`config.mk`:
```
export PLATFORM = sky130hd
export DESIGN_NAME = ama_riscv_hazard_ctrl
export DESIGN_NICKNAME = d
export VERILOG_FILES = /design/src/rtl/ama_riscv_hazard_ctrl_pkg.sv /design/src/rtl/ama_riscv_sat_counter.sv /design/src/rtl/ama_riscv_hazard_ctrl.sv
export SDC_FILE = /design/constraint.sdc
export NUM_CORES = 1
export LEC_CHECK = 0
export BUFFER_PORTS_ARGS = -buffer_cell sky130_fd_sc_hd__buf_4
export CAP_MARGIN = 20
export CORE_MARGIN = 8
export CORE_UTILIZATION = 39
export DETAILED_ROUTE_END_ITERATION = 7
export PLACE_DENSITY = 0.73
export SYNTH_ARGS = -nofsm -noshare
export SYNTH_HDL_FRONTEND = slang
export SYNTH_SLANG_ARGS = --single-unit
```
`constraint.sdc`:
```
create_clock -name clk -period 2.15 [get_ports clk]
set_clock_uncertainty 0.15 [all_clocks]
set_input_delay 0.215 -clock clk [delete_from_list [all_inputs] [get_ports clk]]
set_output_delay 0.215 -clock clk [all_outputs]
set_load 0.02 [all_outputs]
```
`src/rtl/ama_riscv_hazard_ctrl_pkg.sv`:
```
// ama_riscv_hazard_ctrl_pkg: shared FSM encoding and register-file constants for the hazard controller
package ama_riscv_hazard_ctrl_pkg;
  typedef enum logic [1:0] {
    RESET    = 2'd0,
    RUN      = 2'd1,
    FLUSH2   = 2'd2,
    MEM_WAIT = 2'd3
  } hz_state_t;
  localparam logic [4:0] RF_X0_ZERO = 5'd0;
endpackage

```
`src/rtl/ama_riscv_sat_counter.sv`:
```
// ama_riscv_sat_counter: event counter that sticks at all-ones instead of wrapping
module ama_riscv_sat_counter #(
  parameter int W = 32
) (
  input  logic         clk,
  input  logic         rst_n,
  input  logic         inc,
  output logic [W-1:0] cnt
);
  // count up on inc until every bit is set
  always_ff @(posedge clk or negedge rst_n)
    if (!rst_n) cnt <= '0;
    else if (inc && cnt != '1) cnt <= cnt + 1'b1;
endmodule

```
`src/rtl/ama_riscv_hazard_ctrl.sv`:
```
// ama_riscv_hazard_ctrl: load-use / taken-branch / DMEM-wait pipeline control with stall and flush counters
module ama_riscv_hazard_ctrl
  import ama_riscv_hazard_ctrl_pkg::*;
#(
  parameter int CNT_W = 32
) (
  input  logic             clk,
  input  logic             rst_n,
  input  logic [4:0]       rs1_id,
  input  logic [4:0]       rs2_id,
  input  logic             rs1_used_id,
  input  logic             rs2_used_id,
  input  logic [4:0]       rd_ex,
  input  logic             reg_we_ex,
  input  logic             load_inst_ex,
  input  logic             load_inst_mem,
  input  logic             branch_taken_ex,
  input  logic             dmem_ready,
  output logic             pc_we,
  output logic             if_id_we,
  output logic             if_id_clear,
  output logic             id_ex_we,
  output logic             id_ex_clear,
  output logic             ex_mem_we,
  output logic [CNT_W-1:0] stall_cnt,
  output logic [CNT_W-1:0] flush_cnt
);
  hz_state_t state, state_nxt;
  logic load_use, mem_wait, rst_st, frz, flush, stall;
  assign load_use = load_inst_ex && reg_we_ex && rd_ex != RF_X0_ZERO &&
                    ((rs1_used_id && rs1_id == rd_ex) || (rs2_used_id && rs2_id == rd_ex));
  assign mem_wait = load_inst_mem && !dmem_ready;
  assign rst_st   = state == RESET;
  // freeze wins over everything; a pending branch waits in EX until DMEM answers
  assign frz   = !rst_st && (mem_wait || (state == MEM_WAIT && !dmem_ready));
  assign flush = !rst_st && !frz && branch_taken_ex;
  assign stall = !rst_st && !frz && !flush && load_use;
  assign pc_we       = !rst_st && !frz && !stall;
  assign if_id_we    = pc_we;
  assign id_ex_we    = !rst_st && !frz;
  assign ex_mem_we   = id_ex_we;
  // FLUSH2 squashes the one wrong-path fetch still in flight from IMEM
  assign if_id_clear = rst_st || flush || (state == FLUSH2 && !frz);
  assign id_ex_clear = rst_st || flush || stall;
  // next-state selection
  always_comb
    state_nxt = frz ? MEM_WAIT : flush ? FLUSH2 : RUN;
  // state register; RESET is left on the first edge after rst_n rises
  always_ff @(posedge clk or negedge rst_n)
    if (!rst_n) state <= RESET;
    else state <= state_nxt;
  ama_riscv_sat_counter #(.W(CNT_W)) u_stall_cnt (
    .clk   (clk),
    .rst_n (rst_n),
    .inc   (!rst_st && !pc_we),
    .cnt   (stall_cnt)
  );
  ama_riscv_sat_counter #(.W(CNT_W)) u_flush_cnt (
    .clk   (clk),
    .rst_n (rst_n),
    .inc   (flush),
    .cnt   (flush_cnt)
  );
endmodule

```
==> out/metrics.yaml, run 1 <==
fin_crit_sh_pct: 97.4
slew_violations: 0
drtIter0Drc: 75
layout_commonest_cell: "buf_4"
grt_setup_unrepaired: "yes"
drv_cap: 0
placed_cells: 562
setup.worst_path.end_class: "register"
setup_viol_count_final: 0
num_rows: 34
cp-start-kind: "register"
ir_drop_mv: 0.563
outcome: "complete, no violations"
routedWlPerCell_um: 14.9
async_flop_share_pct: 100
worst_hold_path.endpoint: "u_flush_cnt.cnt[2]$_DFFE_PN0P_"
slew_headroom_pct: 44.3
setup_ws_ns: 0.0555
h-tree-depth: 3
synth_edf_count: 0
placed_area_mm2: 0.00452
synth_seq_cells: 66
gr-total-overflow: 0
met1_length_um: 3770
dieArea_mm2: 0.0119
total_power_mw: 3.13
dpl_worst_slack_ns: -0.0872
p_int_mw: 2.15
reg2reg_from: "state[0]$_DFF_PN0_"
clk_latency_ns: 0.33
synthTopCellsByArea: "dfrtp_1, xor2_1, xnor2_1"
yosysUniqueCellTypes: 45
reg2reg_to: "u_stall_cnt.cnt[4]$_DFFE_PN0P_"
diodes: 0
p_clk_share_pct: 27.2
clock_tree.root_cell: "clkbuf_8"
crit_fanout: 7
yosys_warnings: 0
highest_layer: "met4"
cts_buffer_depth: 2
pwr-share-comb_pct: 26.3
yosysSeqAreaShare_pct: 48.9
min_path_cells: 3
syn-cell-area_mm2: 0.00338
tns_ns: 0
drive_gt1_share_pct: 38.9
wl_um: 8660
finalCriticalPeriod_ns: 2.09
dpl.hpwl_um: 6590
mostFrequentLayoutCells: "buf_4, dfrtp_1, xor2_1"
fin_area_mm2: 0.00479
vias: 2963
tightest_slew_ns: 0.836
start_util_pct: 39.5
numPortBuffers: 93
fp.dieH_um: 109
firstDrtPassIters: 4
final_nets: 497
dr_wl_met2_um: 4100
syn_inst: 322
seq_power_share_pct: 46.5
place_congestion: 0.899
met3_length_um: 666
hp-start: "branch_taken_ex"
holdWs_ns: 0.0677
areaGrowthSynthToFinish_pct: 42.0
clk_pin_slew_worst_paths_ns: 0.07
antenna_found_initial: 0
synth_top_area_cell: "dfrtp_1"
grt_pass1_wl_um: 14300
fillCellCount: 743
critPathKind: "reg2reg"
grt_pass1_vias: 3050
powerDensity_mw_per_mm2: 653
drc_errors: 0
viasPerCell: 5.08
cts_tree: "done"
p_leak_nw: 2.41
cts_sinks: 66
hold_viol: 0
crit_arrival_ns: 2.19
fmax_mhz: 477
cp_data_required_time_ns: 2.25
ios: 94
synth_nets: 348
hold_path_class: "in2reg"
ff2ff_path_depth: 7
grtUsageTotal_pct: 15.0
r2r_slack_ns: 0.06
cts_buffers: 9
synth-main-ff-cell: "dfrtp_1"
yosys.area.top_type_share_pct: 48.9
p_sw_mw: 0.984
fp.coreArea_mm2: 0.00855
drt.antenna.violating_nets: 0
grt_start_max_net_pins: 67
die_w_um: 109
switching_share_pct: 31.4
synth.avg_cell_area_um2: 10.5
post-route-util_pct: 56.1
finalNonFillerCells: 583
## metal layers
metal / GRT usage [%] / up-vias
met4: 5.47 / 0
li1: - / 1431
met2: 25.0 / 78
met5: 0 / -
met1: 18.4 / 1443
met3: 3.90 / 11
## timing repair
action / 4_1_cts / 5_1_grt
buffers inserted: 0 / 5
hold endpoints to repair: 66 / 0
setup endpoints to repair: 0 / 35
gates resized for setup: 0 / 16
hold buffers: 1 / 0
## how the worst max path moves through the flow
stage                                          startpoint                               to  slack, ns  depth (start not counted)
after global routing                   state[0]$_DFF_PN0_  u_stall_cnt.cnt[18]$_DFFE_PN0P_      -0.06                          7
final                                  state[0]$_DFF_PN0_   u_stall_cnt.cnt[4]$_DFFE_PN0P_       0.06                          7
after CTS                              state[0]$_DFF_PN0_  u_stall_cnt.cnt[21]$_DFFE_PN0P_      0.006                          6
after global placement                           rd_ex[1]   u_stall_cnt.cnt[4]$_DFFE_PN0P_      -0.07                          8
after detailed placement                         rd_ex[1]   u_stall_cnt.cnt[3]$_DFFE_PN0P_      -0.09                          8
after floorplan           u_stall_cnt.cnt[16]$_DFFE_PN0P_  u_stall_cnt.cnt[15]$_DFFE_PN0P_       0.01                          6
## final cells by class
type                       count  area (um^2)  share of cell area, %
timing repair buffer         146         1120                   23.4
inverter                       5         18.8                  0.391
sequential                    66         1650                   34.5
tap                          108          135                   2.82
clock buffer                  11          131                   2.74
clock inverter                 4         20.0                  0.418
multi-input combinational    243         1710                   35.8
## cells in the mapped netlist, types with 2 or more instances
| cell type | n |
|---|---|
| buf_6 | 2 |
| xor2_1 | 38 |
| and3_1 | 9 |
| o21a_1 | 2 |
| a21oi_1 | 5 |
| nor3_2 | 2 |
| and4_1 | 3 |
| ha_1 | 2 |
| xnor2_1 | 33 |
| nand4_1 | 15 |
| dfrtp_1 | 66 |
| nor4_1 | 9 |
| nor3_1 | 19 |
| nand3_1 | 25 |
| and2_1 | 4 |
| nor4b_1 | 2 |
| buf_2 | 3 |
| o21ai_2 | 2 |
| nor3b_1 | 3 |
| nor2_1 | 16 |
| buf_4 | 2 |
| nand2_1 | 33 |
| inv_1 | 5 |
## cells by family after synthesis
| family | synth area share, % |
|---|---|
| flops | 48.9 |
| compound gates | 5.00 |
| buf+inv | 2.22 |
| fa+ha+maj | 1.04 |
| mux | 0.778 |
| simple gates | 23.6 |
| xor+xnor | 18.4 |
## state kept, by name, indices dropped and copies added (netlist names)
name             count
u_stall_cnt.cnt     32
state                2
u_flush_cnt.cnt     32
## worst max-delay path: stages (launching register included)
cell	delay, ns
dfrtp_2	0.44
or2_4	0.27
o21ai_2	0.07
o21a_1	0.22
o21ai_2	0.17
buf_4	0.19
nor4b_1	0.35
xor2_1	0.17
## power groups by stage
stage          logic, mW  registers [mW]  clock network, mW
3_5_place_dp       0.788            1.48                  0
3_3_place_gp       0.773            1.48                  0
5_1_grt            0.890            1.47              0.943
2_1_floorplan      0.279            1.60                  0
6_report           0.825            1.46              0.851
4_1_cts            0.791            1.46              0.888
No activity file was read; power rests on OpenSTA's default activity.
==> run 2: changes to the inputs <==
--- a/config.mk
+++ b/config.mk
@@ -8,9 +8,9 @@
 export BUFFER_PORTS_ARGS = -buffer_cell sky130_fd_sc_hd__buf_4
 export CAP_MARGIN = 20
 export CORE_MARGIN = 8
-export CORE_UTILIZATION = 39
+export CORE_UTILIZATION = 47
 export DETAILED_ROUTE_END_ITERATION = 7
-export PLACE_DENSITY = 0.73
+export PLACE_DENSITY = 0.84
 export SYNTH_ARGS = -nofsm -noshare
 export SYNTH_HDL_FRONTEND = slang
 export SYNTH_SLANG_ARGS = --single-unit
==> run 2 against run 1 <==
Compared with the run above: total power is 5.2% higher; highest routed layer unchanged; cell area is 1.1% lower; global-route usage is 2.1 points higher; core utilization is 11 points higher; register-to-register slack hardly changed; worst hold slack worse by 0.028 ns; clock power is 25% higher; maximum frequency is 0.20% higher; largest power group unchanged.
==> out/metrics.yaml, run 2 (synthesis gave the netlist of run 1 again) <==
outcome: "complete, no violations"
h-tree-depth: 3  # unchanged
r2r_slack_ns: 0.06  # about the same
finalCriticalPeriod_ns: 2.09  # -0.00426 ns
grt_start_max_net_pins: 67  # unchanged
ios: 94  # unchanged
dieArea_mm2: 0.0102  # -15%
regArea_mm2: 0.00165  # unchanged
num_rows: 31  # -8.8%
vias: 2940  # -0.78%
setup.worst_path.end_class: "register"
cts_buffer_depth: 2  # unchanged
mostFrequentLayoutCells: "buf_4, dfrtp_1, xor2_1"
fp.coreArea_mm2: 0.00710  # -17%
critPathKind: "reg2reg"
grtUsageTotal_pct: 17.1  # +2.1 points
firstDrtPassIters: 4  # unchanged
cts_buffers: 9  # unchanged
clock_tree.root_cell: "clkbuf_8"
powerDensity_mw_per_mm2: 695  # +6.4%
p_leak_nw: 2.37  # -1.7%
worst_hold_path.endpoint: "u_flush_cnt.cnt[2]$_DFFE_PN0P_"
placed_area_mm2: 0.00443  # -1.9%
numPortBuffers: 93  # unchanged
holdWs_ns: 0.0400  # -0.0277 ns
clk_pin_slew_worst_paths_ns: 0.07  # about the same
fin_area_mm2: 0.00474  # -1.1%
clk_latency_ns: 0.34  # about the same
wl_um: 8540  # -1.4%
total_power_mw: 3.30  # +5.2%
cp_data_required_time_ns: 2.26  # about the same
crit_arrival_ns: 2.20  # about the same
drive_gt1_share_pct: 38.3  # -0.62 points
largestRegisters: "u_flush_cnt.cnt x32, u_stall_cnt.cnt x32, state x2"
crit_fanout: 9  # +2
grt_setup_unrepaired: "yes"
hold_path_class: "in2reg"
slew_headroom_pct: 45.2  # +0.89 points
dpl.hpwl_um: 6520  # -0.93%
cts_sinks: 66  # unchanged
die_w_um: 101  # -7.6%
ff2ff_path_depth: 6  # -1
ir_drop_mv: 0.597  # +5.9%
tns_ns: 0  # unchanged
layout_commonest_cell: "buf_4"
fillCellCount: 567  # -24%
tightest_slew_ns: 0.822  # -0.0134 ns
diodes: 0  # unchanged
gr-total-overflow: 0  # unchanged
slew_violations: 0  # unchanged
setup_viol_count_final: 0  # unchanged
viasPerCell: 5.19  # +2.2%
post-route-util_pct: 66.8  # +11 points
fin_crit_sh_pct: 97.2  # -0.20 points
hp-start: "branch_taken_ex"
drv_cap: 0  # unchanged
fmax_mhz: 478  # +0.20%
drt.antenna.violating_nets: 0  # unchanged
hold_viol: 0  # unchanged
multiInputGateArea_mm2: 0.00170  # -0.88%
fp.dieH_um: 101  # -7.6%
routedWlPerCell_um: 15.1  # +1.6%
cp-start-kind: "register"
antenna_found_initial: 0  # unchanged
final_nets: 488  # -1.8%
min_path_cells: 3  # unchanged
grt_pass1_wl_um: 13700  # -4.2%
drc_errors: 0  # unchanged
reg2reg_to: "u_stall_cnt.cnt[29]$_DFFE_PN0P_"
reg2reg_from: "u_stall_cnt.cnt[8]$_DFFE_PN0P_"
place_congestion: 0.929  # +3.3%
areaGrowthSynthToFinish_pct: 40.4
grt_pass1_vias: 2880  # -5.6%
cts_tree: "done"
drtIter0Drc: 87  # +16%
start_util_pct: 47.6  # +8.1 points
[run 2: cell count changes in the layout (fill, tap and decap cells not counted), sizes merged]
cell | previous run | this run
clkinv | 4 | 3
bufinv | 0 | 1
buf | 145 | 136
clkinvlp | 0 | 1
[run 2: cell type report]
type / instances / area share, %
clock buffers: 11 / 3.19
clock inverters: 5 / 1.11
multi-input cells: 243 / 35.8
well taps: 99 / 2.61
inverters: 5 / 0.396
repair buffers: 137 / 22.0
flip-flops and latches: 66 / 34.9
[run 2: repair_timing]
action,in CTS,in global routing
pin swaps,0,3
setup buffers,0,4
resized for setup,3,12
hold buffers,1,0
endpoints found under the setup margin,3,29
endpoints found under the hold margin,66,0
[run 2: worst max path at each step]
stage	endpoint	cells after the start	slack, ns	from
finish	u_stall_cnt.cnt[29]$_DFFE_PN0P_	6	0.06	u_stall_cnt.cnt[8]$_DFFE_PN0P_
detailed placement	u_stall_cnt.cnt[5]$_DFFE_PN0P_	8	-0.07	rd_ex[1]
floorplan	u_stall_cnt.cnt[15]$_DFFE_PN0P_	6	0.01	u_stall_cnt.cnt[16]$_DFFE_PN0P_
global placement	u_stall_cnt.cnt[5]$_DFFE_PN0P_	8	-0.05	rd_ex[1]
CTS	id_ex_clear	7	0.02	state[0]$_DFF_PN0_
global route	u_stall_cnt.cnt[15]$_DFFE_PN0P_	6	-0.05	u_stall_cnt.cnt[8]$_DFFE_PN0P_
[run 2: report_power, final]
group | switching, mW | internal [mW]
clock | 0.468 | 0.593
combinational | 0.421 | 0.355
sequential | 0.112 | 1.35
[run 2: critical path, stage by stage, from the launching register on]
cell and delay (ns):
dfrtp_1 0.42, nand2_1 0.13, nor3_2 0.31, buf_4 0.17, o2111ai_2 0.29, nor4_2 0.38, xor2_1 0.16
[run 2: metrics by stage]
step	setup WS, ns	instances
2_1_floorplan	0.0123	322
3_3_place_gp	-0.0510	545
3_5_place_dp	-0.0679	545
4_1_cts	0.0182	562
5_1_grt	-0.0496	566
6_report	0.0598	566
[run 2: metal layers]
layer	part of all wire (%)	track usage (%)	vias to the layer above
met2	49	27.1	90
met4	1.6	6.63	0
met5	0	0	-
li1	-	-	1411
met1	43	21.3	1427
met3	6.1	5.04	12
